## src/rtl/spi_bit_counter_if.sv

```systemverilog
// Control/status bundle between the SPI control FSM and the bit counter.
// Optional mark/mark_hit signals exist only when SPI_CNT_MARK_EN is defined.
interface spi_bit_counter_if #(
    parameter int WIDTH   = 5,
    parameter int FRAME_W = 8
);
    logic               clear;
    logic               start;
    logic               enable;
    logic [WIDTH-1:0]   len;
    logic               wrap_mode;
    logic [WIDTH-1:0]   count;
    logic               busy;
    logic               term_flag;
    logic               done;
    logic [FRAME_W-1:0] frames;
`ifdef SPI_CNT_MARK_EN
    logic [WIDTH-1:0]   mark;
    logic               mark_hit;

    modport master (
        output clear, start, enable, len, wrap_mode, mark,
        input  count, busy, term_flag, done, frames, mark_hit
    );

    modport slave (
        input  clear, start, enable, len, wrap_mode, mark,
        output count, busy, term_flag, done, frames, mark_hit
    );
`else
    modport master (
        output clear, start, enable, len, wrap_mode,
        input  count, busy, term_flag, done, frames
    );

    modport slave (
        input  clear, start, enable, len, wrap_mode,
        output count, busy, term_flag, done, frames
    );
`endif
endinterface

```

## src/rtl/spi_bit_counter.sv

```systemverilog
// Programmable SPI frame/bit counter: one-shot (stop in HOLD) or auto-reload.
// Optional boundary marker output enabled by defining SPI_CNT_MARK_EN.
module spi_bit_counter #(
    parameter int WIDTH   = 5,
    parameter int FRAME_W = 8
) (
    input  logic             clk,
    input  logic             reset,
    spi_bit_counter_if.slave bus
);

    typedef enum logic [1:0] {
        IDLE  = 2'd0,
        COUNT = 2'd1,
        HOLD  = 2'd2
    } state_t;

    state_t             state_q, state_d;
    logic [WIDTH-1:0]   count_q, count_d;
    logic [WIDTH-1:0]   len_q, len_d;
    logic               wrap_q, wrap_d;
    logic               busy_q, term_q;
    logic               done_q, done_d;
    logic [FRAME_W-1:0] frames_q, frames_d;
    logic [WIDTH-1:0]   last_bit;
    logic               accept_start;
`ifdef SPI_CNT_MARK_EN
    logic               mark_hit_q, mark_hit_d;
`endif

    assign last_bit     = len_q - WIDTH'(1);
    // A zero-length start is meaningless and is dropped; start never interrupts a frame.
    assign accept_start = bus.start && (bus.len != '0) && (state_q != COUNT);

    always_comb begin
        state_d  = state_q;
        count_d  = count_q;
        len_d    = len_q;
        wrap_d   = wrap_q;
        done_d   = 1'b0;
        frames_d = frames_q;
        if (bus.clear) begin
            state_d = IDLE;
            count_d = '0;
        end else begin
            case (state_q)
                IDLE, HOLD: begin
                    if (accept_start) begin
                        len_d   = bus.len;
                        wrap_d  = bus.wrap_mode;
                        count_d = '0;
                        state_d = COUNT;
                    end
                end
                COUNT: begin
                    if (bus.enable) begin
                        if (count_q == last_bit) begin
                            done_d   = 1'b1;
                            frames_d = frames_q + FRAME_W'(1);
                            if (wrap_q) begin
                                count_d = '0;
                            end else begin
                                count_d = len_q;
                                state_d = HOLD;
                            end
                        end else begin
                            count_d = count_q + WIDTH'(1);
                        end
                    end
                end
                default: begin
                    state_d = IDLE;
                    count_d = '0;
                end
            endcase
        end
    end

`ifdef SPI_CNT_MARK_EN
    // Pulse only when count is (re)loaded or stepped, so idle/held values never retrigger.
    always_comb begin
        mark_hit_d = 1'b0;
        if (!bus.clear && (accept_start || (state_q == COUNT && bus.enable)))
            mark_hit_d = (count_d == bus.mark);
    end
`endif

    always_ff @(posedge clk or negedge reset) begin
        if (!reset) begin
            state_q    <= IDLE;
            count_q    <= '0;
            len_q      <= '0;
            wrap_q     <= 1'b0;
            busy_q     <= 1'b0;
            term_q     <= 1'b0;
            done_q     <= 1'b0;
            frames_q   <= '0;
`ifdef SPI_CNT_MARK_EN
            mark_hit_q <= 1'b0;
`endif
        end else begin
            state_q    <= state_d;
            count_q    <= count_d;
            len_q      <= len_d;
            wrap_q     <= wrap_d;
            busy_q     <= (state_d == COUNT);
            term_q     <= (state_d == HOLD);
            done_q     <= done_d;
            frames_q   <= frames_d;
`ifdef SPI_CNT_MARK_EN
            mark_hit_q <= mark_hit_d;
`endif
        end
    end

    assign bus.count     = count_q;
    assign bus.busy      = busy_q;
    assign bus.term_flag = term_q;
    assign bus.done      = done_q;
    assign bus.frames    = frames_q;
`ifdef SPI_CNT_MARK_EN
    assign bus.mark_hit  = mark_hit_q;
`endif

endmodule

```

## src/flat_wrapper.sv

```systemverilog
// flat-port wrapper written by rule: the top's interface ports become plain ports
module spi_bit_counter_flat 
#(
    parameter int WIDTH   = 5,
    parameter int FRAME_W = 8
)
  (clk, reset, bus_clear, bus_start, bus_enable, bus_len, bus_wrap_mode, bus_count, bus_busy, bus_term_flag, bus_done, bus_frames);
  spi_bit_counter_if #(.WIDTH(WIDTH), .FRAME_W(FRAME_W)) bus_i ();
  input  logic clk;
  input  logic reset;
  input wire logic [$bits(bus_i.clear)-1:0] bus_clear;
  input wire logic [$bits(bus_i.start)-1:0] bus_start;
  input wire logic [$bits(bus_i.enable)-1:0] bus_enable;
  input wire logic [$bits(bus_i.len)-1:0] bus_len;
  input wire logic [$bits(bus_i.wrap_mode)-1:0] bus_wrap_mode;
  output wire logic [$bits(bus_i.count)-1:0] bus_count;
  output wire logic [$bits(bus_i.busy)-1:0] bus_busy;
  output wire logic [$bits(bus_i.term_flag)-1:0] bus_term_flag;
  output wire logic [$bits(bus_i.done)-1:0] bus_done;
  output wire logic [$bits(bus_i.frames)-1:0] bus_frames;
  assign bus_i.clear = bus_clear;
  assign bus_i.start = bus_start;
  assign bus_i.enable = bus_enable;
  assign bus_i.len = bus_len;
  assign bus_i.wrap_mode = bus_wrap_mode;
  assign bus_count = bus_i.count;
  assign bus_busy = bus_i.busy;
  assign bus_term_flag = bus_i.term_flag;
  assign bus_done = bus_i.done;
  assign bus_frames = bus_i.frames;
  spi_bit_counter #(.WIDTH(WIDTH), .FRAME_W(FRAME_W)) u_core (.clk(clk), .reset(reset), .bus(bus_i));
endmodule
```

## config.mk

```make
export PLATFORM = sky130hd
export DESIGN_NAME = spi_bit_counter_flat
export DESIGN_NICKNAME = d
export VERILOG_FILES = /design/src/rtl/spi_bit_counter_if.sv /design/src/rtl/spi_bit_counter.sv /design/src/flat_wrapper.sv
export SDC_FILE = /design/constraint.sdc
export NUM_CORES = 1
export LEC_CHECK = 0
export CAP_MARGIN = 20
export CORE_MARGIN = 4
export CORE_UTILIZATION = 49
export DETAILED_ROUTE_END_ITERATION = 8
export PLACE_DENSITY = 0.78
export SYNTH_ARGS = -nofsm -noshare
export SYNTH_HDL_FRONTEND = slang
export SYNTH_SLANG_ARGS = --single-unit
```

## constraint.sdc

```tcl
create_clock -name clk -period 2.9 [get_ports clk]
set_input_delay 0.435 -clock clk [delete_from_list [all_inputs] [get_ports clk]]
set_output_delay 0.435 -clock clk [all_outputs]
set_load 0.01 [all_outputs]
```

* Word level (Yosys, flattened, before mapping)
Index checks and enable logic that the tools add are counted.
** Storage, ports and cells
- Register bits after elaboration :: 24
- Output and inout port bits :: 16
- Word-level logic and storage cells :: 44
- Input port bits :: 11
** Operators by class
- Muxes and demuxes :: 16
- Bitwise gates (word level) :: 1
- Equal/unequal tests :: 8
- Add/subtract/negate cells :: 3
- Reduce and logical (&&, ||, !) cells :: 8
** Operator list (count)
- two-way mux 5 bit :: 5
- two-way mux 2 bit :: 5
- one-hot mux 5 bit (2 select lines) :: 1
- adder 8 x 1 -> 8 bit, second input constant :: 1
- adder 5 x 1 -> 5 bit, second input constant :: 1
- == test 5 bit :: 1
- nonzero test 5 bit :: 1
- subtractor 5 x 1 -> 5 bit, second input constant :: 1
- == test 2 x 1 -> 1 bit, second input constant :: 2
- == test 2 bit, second input constant :: 2
- two-way mux 1 bit :: 4
- one-hot mux 2 bit (2 select lines) :: 1
- AND reduction 4 bit :: 1
- != test 3 x 2 -> 1 bit, second input constant :: 1
- != test 3 bit, second input constant :: 1
- AND reduction 3 bit :: 1
- logical AND 1 bit :: 2
- logical NOT 2 bit :: 1
- != test 2 x 1 -> 1 bit, second input constant :: 1
- AND reduction 2 bit :: 1
- OR reduction 2 bit :: 1
- NOT 1 bit :: 1

* Logic depth before layout (Yosys ltp)
Gate-level depths: netlist (run 1).
- Depth after elaboration :: 7
- Mapped depth :: 9

* Worst setup path before layout (run 1)
OpenSTA, ideal clock, no wires.
- Path type :: reg-to-reg
- Start point :: register u_core.len_q[0]
- End point :: register u_core.frames_q[1], in the netlist u_core.bus.frames[1]
- Library setup time :: 125 ps
- Data required time :: 2775 ps
- Period minus slack after synthesis :: 2171 ps
- Arrival time :: 2046 ps
- Stages on the path, launching flop included :: 8
- Slack :: 729 ps
- Cell sequence :: dfrtp_1 > inv_1 > ha_1 > nor2b_1 > or3_1 > a311o_1 > and2b_1 > mux2_2
** Between the ends
- Longest elaborated chain between the ends :: 3
** RTL lines
- start: declaration :: RTL line spi_bit_counter.sv:20 : logic [WIDTH-1:0] len_q, len_d;
- start signal: assignment :: RTL line spi_bit_counter.sv:104 : len_q <= len_d;
- subtractor 5 x 1 -> 5 bit :: RTL line spi_bit_counter.sv:31 : assign last_bit = len_q - WIDTH'(1);
- == test 5 bit :: RTL line spi_bit_counter.sv:57 : if (count_q == last_bit) begin
- AND reduction 4 bit (no line)
- end signal: assignment :: RTL line spi_bit_counter.sv:109 : frames_q <= frames_d;
- end: declaration :: RTL line spi_bit_counter.sv:24 : logic [FRAME_W-1:0] frames_q, frames_d;
Every way passes these cells.
A chain may end at the register's enable or synchronous reset.

* Final worst setup path (run 1)
Same ends and word-level chain as after synthesis.

==> flow_metrics.py, run 1 <==
metrics = {
    "run_status": {
        "status": "completed",
    },
    "global_route": {
        "grt_pass1_vias": 861,
        "grt_max_degree": 25,
        "grt_pass1_wl_um": 3933,
        "grt.total_usage_pct": 15.31,
        "antenna_found_initial": 0,
        "grt_remaining_overflow": 0,
    },
    "clock_network": {
        "cts.sinks": 24,
        "post_cts_buffers": 0,
        "ctsResizeCount": 0,
        "cts-root-buf": "clkbuf_4",
        "cts_tree": "done",
        "cts_buffers": 3,
        "clkLatencyLatePin_ns": 0.31,
        "holdBufCountCts": 0,
        "clk_pin_slew_worst_paths_ns": 0.13,
        "cts_buffer_depth": 2,
        "htreeDepth": 1,
    },
    "setup_path": {
        "end_kind": "register",
        "crit_required_ns": 3.12,
        "start_kind": "register",
        "cp_slowest_cell": "a311o_1",
        "critical_path_class": "register to register",
        "crit_arrival_ns": 2.68,
        "crit_fanout": 8,
        "path_cells": "inv_1, ha_1, nor2b_1, or3_1, a311o_1, and2b_1, mux2_2",
        "slowest_delay_ns": 0.48,
    },
    "pwr": {
        "power.leakage_uw": 0.0006845,
        "powerDensity_nw_per_um2": 488.0,
        "ir_drop_v": 0.0004289,
        "p_total_uw": 759.0,
    },
    "cells_and_area": {
        "syn_to_final_growth_pct": 25.43,
        "diodes": 0,
        "nNetsFinal": 159,
        "drive_gt1_share_pct": 10.42,
    },
    "drt": {
        "drt-initial-drc-count": 37,
        "routedWlPerCell_um": 14.35,
        "wirelength_um": 2468,
        "vias": 961,
        "first_pass_iters": 4,
        "ant_nets": 0,
        "vias_per_cell": 5.587,
        "drc": 0,
    },
    "floorplanning": {
        "initial_core_util_pct": 53.48,
        "die_w_um": 58.31,
        "ios": 27,
        "coreArea_um2": 2318,
        "rows": 17,
        "die_height_um": 58.31,
        "dieArea_um2": 3399,
    },
    "logic_synthesis": {
        "ys_types": 33,
        "syn_nets": 130,
        "netlist_area_um2": 1240,
        "ys_seq_elements": 24,
        "synth_warnings": 0,
        "synthCells": 116,
        "synth_seq_area_share_pct": 48.44,
        "syn_area_per_cell_um2": 10.69,
    },
    "place": {
        "place.detailed.hpwl_um": 1900,
        "numPortBuffers": 26,
        "gp_congestion": 0.7940,
    },
    "job": {
        "drv_cap": 0,
    },
    "timing": {
        "skew_ns": 0.001351,
        "hold_ws_ns": 0.4537,
        "min_period_ns": 2.467,
        "hold_viol_final": 0,
        "tightest_slew_ns": 0.3791,
        "maxSlewHeadroom_pct": 74.73,
        "fin_tns_setup_ns": 0,
        "setup_violations": 0,
        "rsz0062_at_grt": "no",
        "finalCritPeriodShare_pct": 85.08,
        "slew_viol_final": 0,
        "fmax_ghz": 0.4053,
    },
    "worst_hold_path": {
        "hold_path.class": "primary input to asynchronous set/reset pin",
    },
}
## area by class of cell
class | instances | area (um^2)
inverters | 2 | 7.507
clock buffers | 4 | 36.28
flip-flops and latches | 24 | 600.6
multi-input cells | 86 | 600.6
repair buffers | 28 | 275.3
well taps | 28 | 35.03
fillers | 170 | 763.2
## per-layer routing
layer	track usage (%)	wire, um	vias up
met5	0	0	-
met4	7.616	28	0
met3	4.605	112	4
met2	23.92	1253	27
met1	19.24	1074	462
li1	-	-	468
## power by group
part	internal, uW	total, uW	switching [uW]
sequential	366	408	41.4
clock	76.7	178	102
combinational	94.5	173	78.4
total	538	759	221
## synthesized netlist by cell type (all sizes together)
| cell | count | share of area (%) |
|---|---|---|
| a2bb2oi | 2 | 1.4 |
| a311o | 1 | 0.81 |
| and2 | 1 | 0.50 |
| and2b | 1 | 0.61 |
| and3b | 1 | 0.71 |
| buf | 4 | 2.5 |
| dfrtp | 24 | 48 |
| ha | 3 | 3.0 |
| inv | 2 | 0.61 |
| mux2 | 7 | 6.4 |
| nand2 | 16 | 4.8 |
| nand2b | 2 | 1.0 |
| nand3 | 7 | 2.8 |
| nand4 | 2 | 1.0 |
| nand4b | 2 | 1.4 |
| nor2 | 3 | 0.91 |
| nor2b | 2 | 1.0 |
| nor3 | 5 | 2.4 |
| nor3b | 1 | 0.61 |
| nor4 | 1 | 0.50 |
| nor4bb | 1 | 0.81 |
| o211ai | 4 | 2.4 |
| o21ai | 4 | 1.6 |
| o2bb2ai | 1 | 0.71 |
| o31ai | 2 | 1.2 |
| or3 | 1 | 0.50 |
| or3b | 1 | 0.71 |
| or4 | 1 | 0.61 |
| xnor2 | 5 | 3.5 |
| xor2 | 9 | 6.4 |
## sequential cells by signal (all words and copies together), names as in the netlist
signal	cells
u_core.bus.frames	8
u_core.bus.count	5
u_core.len_q	5
u_core.state_q	2
u_core.bus.busy	1
u_core.bus.done	1
u_core.bus.term_flag	1
u_core.wrap_q	1
## final timing paths
check / startpoint / endpoint / slack (ns) / cells past startpoint
hold / removal: reset / u_core.bus.frames[4]$_DFFE_PN0P_ / 0.45 / 2
setup reg to reg: u_core.len_q[0]$_DFFE_PN0P_ / u_core.bus.frames[1]$_DFFE_PN0P_ / 0.43 / 7
max in group asynchronous: reset / u_core.len_q[4]$_DFFE_PN0P_ / 2.22 / 2
min in group clk: u_core.bus.frames[7]$_DFFE_PN0P_ / u_core.bus.frames[7]$_DFFE_PN0P_ / 0.48 / 1
hold reg to reg: u_core.bus.frames[7]$_DFFE_PN0P_ / u_core.bus.frames[7]$_DFFE_PN0P_ / 0.48 / 1
setup / recovery: u_core.len_q[0]$_DFFE_PN0P_ / u_core.bus.frames[1]$_DFFE_PN0P_ / 0.43 / 7
## cell families after synthesis
kind of cell             synth area share (%)
AO/OA/AOI/OAI                           8.174
adder cells (fa/ha/maj)                 3.028
multiplexers                            6.358
AND/OR/NAND/NOR                         20.99
buffers and inverters                   3.128
flip-flops                              48.44
XOR/XNOR                                9.889
## worst max-delay path: cells and delay by family, from the launching register on
| family | cells | cell delay (ns) |
|---|---|---|
| compound gates | 1 | 0.48 |
| fa+ha+maj | 1 | 0.23 |
| buf+inv | 1 | 0.07 |
| flops | 1 | 0.47 |
| mux | 1 | 0.34 |
| simple gates | 3 | 0.78 |
## metrics by stage
stage	setup slack (ns)	util [%]	area, um^2	std cells
floorplan	0.7293	-	1240	116
global placement	0.4316	65.52	1519	168
detailed placement	0.3589	65.52	1519	168
CTS	0.4296	67.08	1555	172
global route	0.2983	67.08	1555	172
finish	0.4326	67.08	1555	172
## placed cells by master, fill, tap and decap left out, types with 2 or more instances in the layout
cell type        Yosys  routed
nor3_1               4       4
nand4_1              2       2
clkdlybuf4s50_1      0      26
inv_1                2       2
nor2_1               3       3
o21ai_0              4       4
nand3_1              7       7
ha_1                 3       3
o31ai_1              2       2
mux2_2               7       7
nand2_1             16      16
nand2b_1             2       2
xnor2_1              5       5
xor2_1               9       9
clkbuf_4             0       3
o211ai_1             4       4
buf_4                0       2
nor2b_1              2       2
a2bb2oi_1            2       2
dfrtp_1             24      24
nand4b_1             2       2
(Power assumes the default switching activity.)
==> run 2, diff against run 1 <==
Settings changed: ABC_AREA set to 1, CORE_UTILIZATION 49 to 51, PLACE_DENSITY 0.78 to 0.79.
==> run 2 against run 1 <==
Against the previous run: hold slack improved by 0.0061 ns; setup slack improved by 0.60 ns; maximum frequency increased by 32%; clock power about the same; via count increased by 34%; final area increased by 12%; sequential cell count unchanged; die area increased by 7.3%; utilization increased by 1.2 points; sequential share of layout area decreased by 4.1 points; non-clock buffer count decreased by 1; global-route usage increased by 2.9 points; critical endpoint is now bus_count[2]; highest routed layer unchanged.
==> flow_metrics.py, run 2 <==
metrics = {
    "setup_path": {
        "crit_family": "buffers and inverters",
        "r2r_end": "u_core.bus.frames[5]$_DFFE_PN0P_",
        "path_cells": "clkdlybuf4s50_1",
        "path_buf_inv": 1,
        "end_kind": "output pin",
        "crit_required_ns": 2.47,
        "crit_arrival_ns": 1.43,
        "rrSetupSlack_ns": 1.05,
        "critical_path_class": "register to output pin",
        "crit_fanout": 7,
        "start_kind": "register",
        "slowest_delay_ns": 0.59,
        "rr_worst_depth": 12,
        "reg2reg_from": "u_core.len_q[0]$_DFFE_PN0P_",
        "cp_slowest_cell": "clkdlybuf4s50_1",
    },
    "clock_network": {
        "cts_buffer_depth": 2,
        "cts-root-buf": "clkbuf_4",
        "cts_buffers": 3,
        "post_cts_buffers": 0,
        "holdBufCountCts": 0,
        "clkLatencyLatePin_ns": 0.32,
        "clk_pin_slew_worst_paths_ns": 0.13,
        "cts.sinks": 24,
        "ctsResizeCount": 0,
        "cts_tree": "done",
        "htreeDepth": 1,
    },
    "global_route": {
        "grt_pass1_wl_um": 5050,
        "grt.total_usage_pct": 18.20,
        "grt_max_degree": 25,
        "grt_pass1_vias": 1196,
        "antenna_found_initial": 0,
        "grt_remaining_overflow": 0,
    },
    "logic_synthesis": {
        "syn_area_per_cell_um2": 7.693,
        "synth_top_area_share_pct": 42.90,
        "yosys-top-cells-area": "dfrtp_1 (43%), nand2_1 (17%), nand3_1 (5.4%)",
        "synth_warnings": 0,
        "synthFlopType": "dfrtp_1",
        "netlist_area_um2": 1400,
        "yosysTopAreaCell": "dfrtp_1",
        "synth-edff-count": 0,
        "yosysMostFrequentCell": "nand2_1",
        "ys_top_cells_by_count": "nand2_1 (62), dfrtp_1 (24), inv_1 (18), nand3_1 (15)",
        "ys_seq_elements": 24,
        "async_flop_share_pct": 100.0,
        "synthCells": 182,
        "syn_nets": 196,
        "synth_seq_area_share_pct": 42.90,
        "ys_types": 22,
    },
    "timing": {
        "slew_viol_final": 0,
        "fmax_ghz": 0.5365,
        "hold_viol_final": 0,
        "tightest_slew_ns": 0.6051,
        "setup_violations": 0,
        "fin_tns_setup_ns": 0,
        "rsz0062_at_grt": "no",
        "min_period_ns": 1.864,
        "finalCritPeriodShare_pct": 64.27,
        "skew_ns": 0.009727,
        "maxSlewHeadroom_pct": 59.23,
        "worst_slack_ns": 1.036,
    },
    "pwr": {
        "ir_drop_v": 0.0004046,
        "powerDensity_nw_per_um2": 561.1,
        "power.leakage_uw": 0.0008805,
    },
    "floorplanning": {
        "initial_core_util_pct": 55.01,
        "ios": 27,
        "rows": 18,
        "die_w_um": 60.40,
        "die_height_um": 60.40,
        "coreArea_um2": 2545,
        "dieArea_um2": 3648,
    },
    "drt": {
        "drc": 0,
        "routedWlPerCell_um": 12.45,
        "first_pass_iters": 4,
        "vias": 1290,
        "drt-initial-drc-count": 51,
        "wirelength_um": 3013,
        "ant_nets": 0,
        "vias_per_cell": 5.331,
    },
    "job": {
        "drv_cap": 0,
    },
    "worst_hold_path": {
        "hold_path.class": "primary input to asynchronous set/reset pin",
    },
    "place": {
        "gp_congestion": 0.8215,
        "post-place-ws_ns": 0.9855,
        "place.detailed.hpwl_um": 2341,
        "numPortBuffers": 26,
        "postPlaceCellArea_um2": 1702,
    },
    "cells_and_area": {
        "diodes": 0,
        "mostFrequentLayoutCell": "nand2_1",
        "drive_gt1_share_pct": 11.32,
        "final_cell_area_um2": 1738,
        "largest_reg_flops": 8,
        "layout_common_cells": "nand2_1 (62), clkdlybuf4s50_1 (26), dfrtp_1 (24)",
        "n_fill_cell": 208,
        "nNetsFinal": 227,
        "syn_to_final_growth_pct": 24.13,
    },
    "run_status": {
        "status": "completed",
    },
}
==> run 2: changes by cell type in the layout (fill, tap and decap cells not counted), sizes merged, moves of 3 or more <==
cell | before | now
xor2 | 9 | 6
nor2 | 3 | 10
o21ai | 4 | 12
nor3 | 5 | 1
nand2 | 16 | 65
a21oi | 0 | 5
o211ai | 4 | 0
mux2 | 7 | 0
inv | 2 | 26
nand3 | 7 | 19
==> run 2: layout make-up <==
type                            count  area (um^2)  area share, %
Multi-Input combinational cell    130        689.4          39.67
Sequential cell                    24        600.6          34.56
Timing Repair Buffer               27        267.8          15.41
Inverter                           27        106.4          6.119
Tap cell                           30        37.54          2.160
Clock buffer                        4        36.28          2.088
==> run 2: worst max path at each step <==
| stage | startpoint | end | slack [ns] | cells after the start |
|---|---|---|---|---|
| final | u_core.bus.count[2]$_DFFE_PN0P_ | bus_count[2] | 1.04 | 1 |
| after floorplan | u_core.len_q[0]$_DFFE_PN0P_ | u_core.bus.frames[0]$_DFFE_PN0P_ | 1.31 | 9 |
| after detailed placement | bus_len[0] | u_core.len_q[0]$_DFFE_PN0P_ | 0.99 | 6 |
| after CTS | u_core.bus.count[3]$_DFFE_PN0P_ | bus_count[3] | 1.02 | 1 |
| after global placement | bus_len[1] | u_core.len_q[4]$_DFFE_PN0P_ | 1.12 | 5 |
| after global routing | u_core.len_q[0]$_DFFE_PN0P_ | u_core.bus.frames[5]$_DFFE_PN0P_ | 0.87 | 12 |
==> run 2: layer usage <==
metal | vias up | share of wire, % | global-route usage [%] | wire length (um)
li1 | 639 | - | - | -
met5 | - | 0 | 0 | 0
met2 | 35 | 49 | 31.64 | 1462
met4 | 0 | 2.1 | 7.595 | 64
met3 | 11 | 4.5 | 2.128 | 135
met1 | 605 | 45 | 22.88 | 1350
==> run 2: logic make-up (layout without fill, tap and decap cells) <==
family / count (synthesis) / count (layout) / share of synthesized area (%)
simple gates: 100 / 100 / 33.69
buf+inv: 28 / 58 / 7.864
flops: 24 / 24 / 42.90
compound gates: 17 / 17 / 6.612
xor+xnor: 10 / 10 / 6.255
fa+ha+maj: 3 / 3 / 2.681
==> run 2: where the power goes <==
part           leakage (uW)  internal, uW  switching (uW)
sequential         0.000306           386            55.3
combinational      0.000554           161             196
clock             0.0000210          76.7            99.4
==> run 2: metrics by stage <==
step	hold WS, ns	util (%)	instances	power [uW]
CTS	0.4672	68.29	242	982.4
global placement	0.5059	66.86	238	790.7
detailed placement	0.5093	66.86	238	806.5
global route	0.4751	68.29	242	1040
floorplan	0.1394	-	182	666.3
finish	0.4598	68.29	242	975.1
==> run 3, diff against run 2 <==
Settings changed: CORE_UTILIZATION 51 to 46, PLACE_DENSITY 0.79 to 0.75.
Clock period 2.9 ns to 1.7 ns, I/O delays scaled along.
==> run 3 against run 2 <==
Against the previous run: the run now ends with negative setup slack left; clock skew rose by 0.0086 ns; sequential share of layout area fell by 2.7 points; hold slack got worse by 0.20 ns; count of clock-buffer cells in the layout fell by 1; register-to-register slack got worse by 1.1 ns; first-iteration DRC count fell by 33%; via count rose by 6.5%; combinational power rose by 110%; final area rose by 8.6%; global-route usage rose by 0.21 points; critical path type is now register to register.
==> flow_metrics.py, run 3 (same netlist as run 2, synthesis figures left out) <==
metrics = {
    "clock_network": {
        "cts_buffers": 3,
        "holdBufCountCts": 0,
        "clk_pin_slew_worst_paths_ns": 0.15,
        "cts-root-buf": "clkbuf_4",
        "cts.sinks": 24,
        "cts_tree": "done",
        "clkLatencyLatePin_ns": 0.33,
        "cts_buffer_depth": 2,
        "htreeDepth": 1,
    },
    "global_route": {
        "grt_remaining_overflow": 0,
        "grt.total_usage_pct": 18.41,
        "use_met3_pct": 3.197,
        "grt_pass1_wl_um": 6003,
        "grtUsageMet1_pct": 20.09,
        "top_usage_layer": "met2",
        "grt_max_degree": 25,
        "grt_pass1_vias": 1463,
        "grtUsageMet2_pct": 33.60,
        "antenna_found_initial": 0,
    },
    "place": {
        "postPlaceCellArea_um2": 1733,
        "numPortBuffers": 26,
        "gp_congestion": 0.9257,
        "dp_cells": 243,
        "post-place-ws_ns": -0.02425,
        "place.detailed.hpwl_um": 2594,
    },
    "cells_and_area": {
        "drive_gt1_share_pct": 19.82,
        "diodes": 0,
        "largest_reg_flops": 8,
        "final_cell_area_um2": 1887,
        "mostFrequentLayoutCell": "nand2_1",
        "fin_cells": 253,
        "n_fill_cell": 224,
        "regArea_um2": 600.6,
        "layout_common_cells": "nand2_1 (56), clkdlybuf4s50_1 (26), dfrtp_1 (24)",
        "syn_to_final_growth_pct": 34.76,
        "nNetsFinal": 237,
        "multiInputGateArea_um2": 752.0,
    },
    "timing": {
        "maxSlewHeadroom_pct": 61.59,
        "min_period_ns": 1.713,
        "setup_violations": 2,
        "tightest_slew_ns": 0.5701,
        "slew_viol_final": 0,
        "skew_ns": 0.01831,
        "hold_viol_final": 0,
        "fin_tns_setup_ns": -0.01354,
        "rsz0062_at_grt": "yes",
        "worst_slack_ns": -0.01260,
        "finalCritPeriodShare_pct": 100.7,
        "fmax_ghz": 0.5839,
    },
    "worst_hold_path": {
        "hold_path.class": "primary input to asynchronous set/reset pin",
    },
    "pwr": {
        "p_clk_share_pct": 22.0,
        "p_int_uw": 1231,
        "combPwrFrac_pct": 38.4,
        "powerDensity_nw_per_um2": 1016,
        "seqPwrFrac_pct": 39.6,
        "p_total_uw": 1917,
        "power.leakage_uw": 0.0009393,
        "switching_share_pct": 35.78,
        "switchingPower_uw": 685.9,
        "ir_drop_v": 0.0005978,
    },
    "drt": {
        "drt-initial-drc-count": 34,
        "vias": 1374,
        "ant_nets": 0,
        "wirelength_um": 3472,
        "vias_per_cell": 5.431,
        "routedWlPerCell_um": 13.72,
        "first_pass_iters": 4,
        "drc": 0,
    },
    "setup_path": {
        "crit_fanout": 4,
        "startpoint": "u_core.len_q[0]$_DFFE_PN0P_",
        "worstSetupEndpoint": "u_core.bus.count[2]$_DFFE_PN0P_",
        "crit_required_ns": 1.94,
        "rrSetupSlack_ns": -0.01,
        "r2r_end": "u_core.bus.count[2]$_DFFE_PN0P_",
        "critical_path_class": "register to register",
        "crit_arrival_ns": 1.95,
        "end_kind": "register",
        "start_kind": "register",
        "rr_worst_depth": 12,
        "reg2reg_from": "u_core.len_q[0]$_DFFE_PN0P_",
    },
    "floorplanning": {
        "ios": 27,
        "coreArea_um2": 2829,
        "die_w_um": 63.17,
        "initial_core_util_pct": 49.49,
        "dieArea_um2": 3990,
        "rows": 19,
        "die_height_um": 63.17,
    },
    "job": {
        "drv_cap": 0,
    },
    "run_status": {
        "violations": "negative setup slack",
        "status": "complete, but fails checks",
    },
}
-- run 3: power by group through the flow --
stage	sequential [uW]	clock, uW	combinational, uW
after floorplan	775	0	362
after global placement	763	0	610
after detailed placement	767	0	641
after CTS	757	424	704
after global routing	774	457	803
final	760	421	736
-- run 3: how the worst min path moves through the flow --
stage	cells past startpoint	endpoint	from	slack, ns
final	2	u_core.bus.frames[7]$_DFFE_PN0P_	reset	0.26
after global routing	2	u_core.bus.frames[4]$_DFFE_PN0P_	reset	0.28
after CTS	2	u_core.bus.frames[7]$_DFFE_PN0P_	reset	0.27
after detailed placement	2	u_core.bus.frames[7]$_DFFE_PN0P_	u_core.bus.frames[7]$_DFFE_PN0P_	0.51
after global placement	2	u_core.len_q[4]$_DFFE_PN0P_	u_core.len_q[4]$_DFFE_PN0P_	0.53
after floorplan	0	u_core.bus.busy$_DFF_PN0_	reset	-0.04
-- run 3: metal layers --
layer	part of all wire, %	routed length [um]
met1	40	1385
met2	53	1831
met4	3.3	115
met5	0	0
met3	4.0	139
-- run 3: worst max-delay path, stage by stage, from the launching register on --
cell and delay [ns]:
dfrtp_1 0.39, inv_2 0.06, ha_4 0.26, inv_2 0.02, nand2_1 0.05, nand2_1 0.05
nor2_1 0.12, nand3_2 0.16, buf_6 0.16, nor2_4 0.11, o21ai_1 0.11, nand3_1 0.10
nand2_1 0.05
-- run 3: what timing repair did --
item | 4_1_cts | 5_1_grt
endpoints found under the setup margin | 7 | 23
gates resized for setup | 4 | 12
pin swaps | 0 | 4
buffers inserted | 3 | 0
gates cloned | 3 | 0
-- run 3: final cells by class --
type | instances | share of cell area (%)
clock buffers | 3 | 1.194
clock inverters | 1 | 1.592
inverters | 27 | 5.637
multi-input cells | 132 | 39.85
flip-flops and latches | 24 | 31.83
well taps | 31 | 2.056
repair buffers | 34 | 17.57
repair inverters | 1 | 0.2653
-- run 3: through the flow --
step / util, % / hold slack, ns
detailed placement: 61.26 / 0.5143
finish: 66.70 / 0.2617
floorplan: - / -0.04059
global placement: 61.26 / 0.5264
CTS: 65.55 / 0.2698
global route: 66.70 / 0.2757
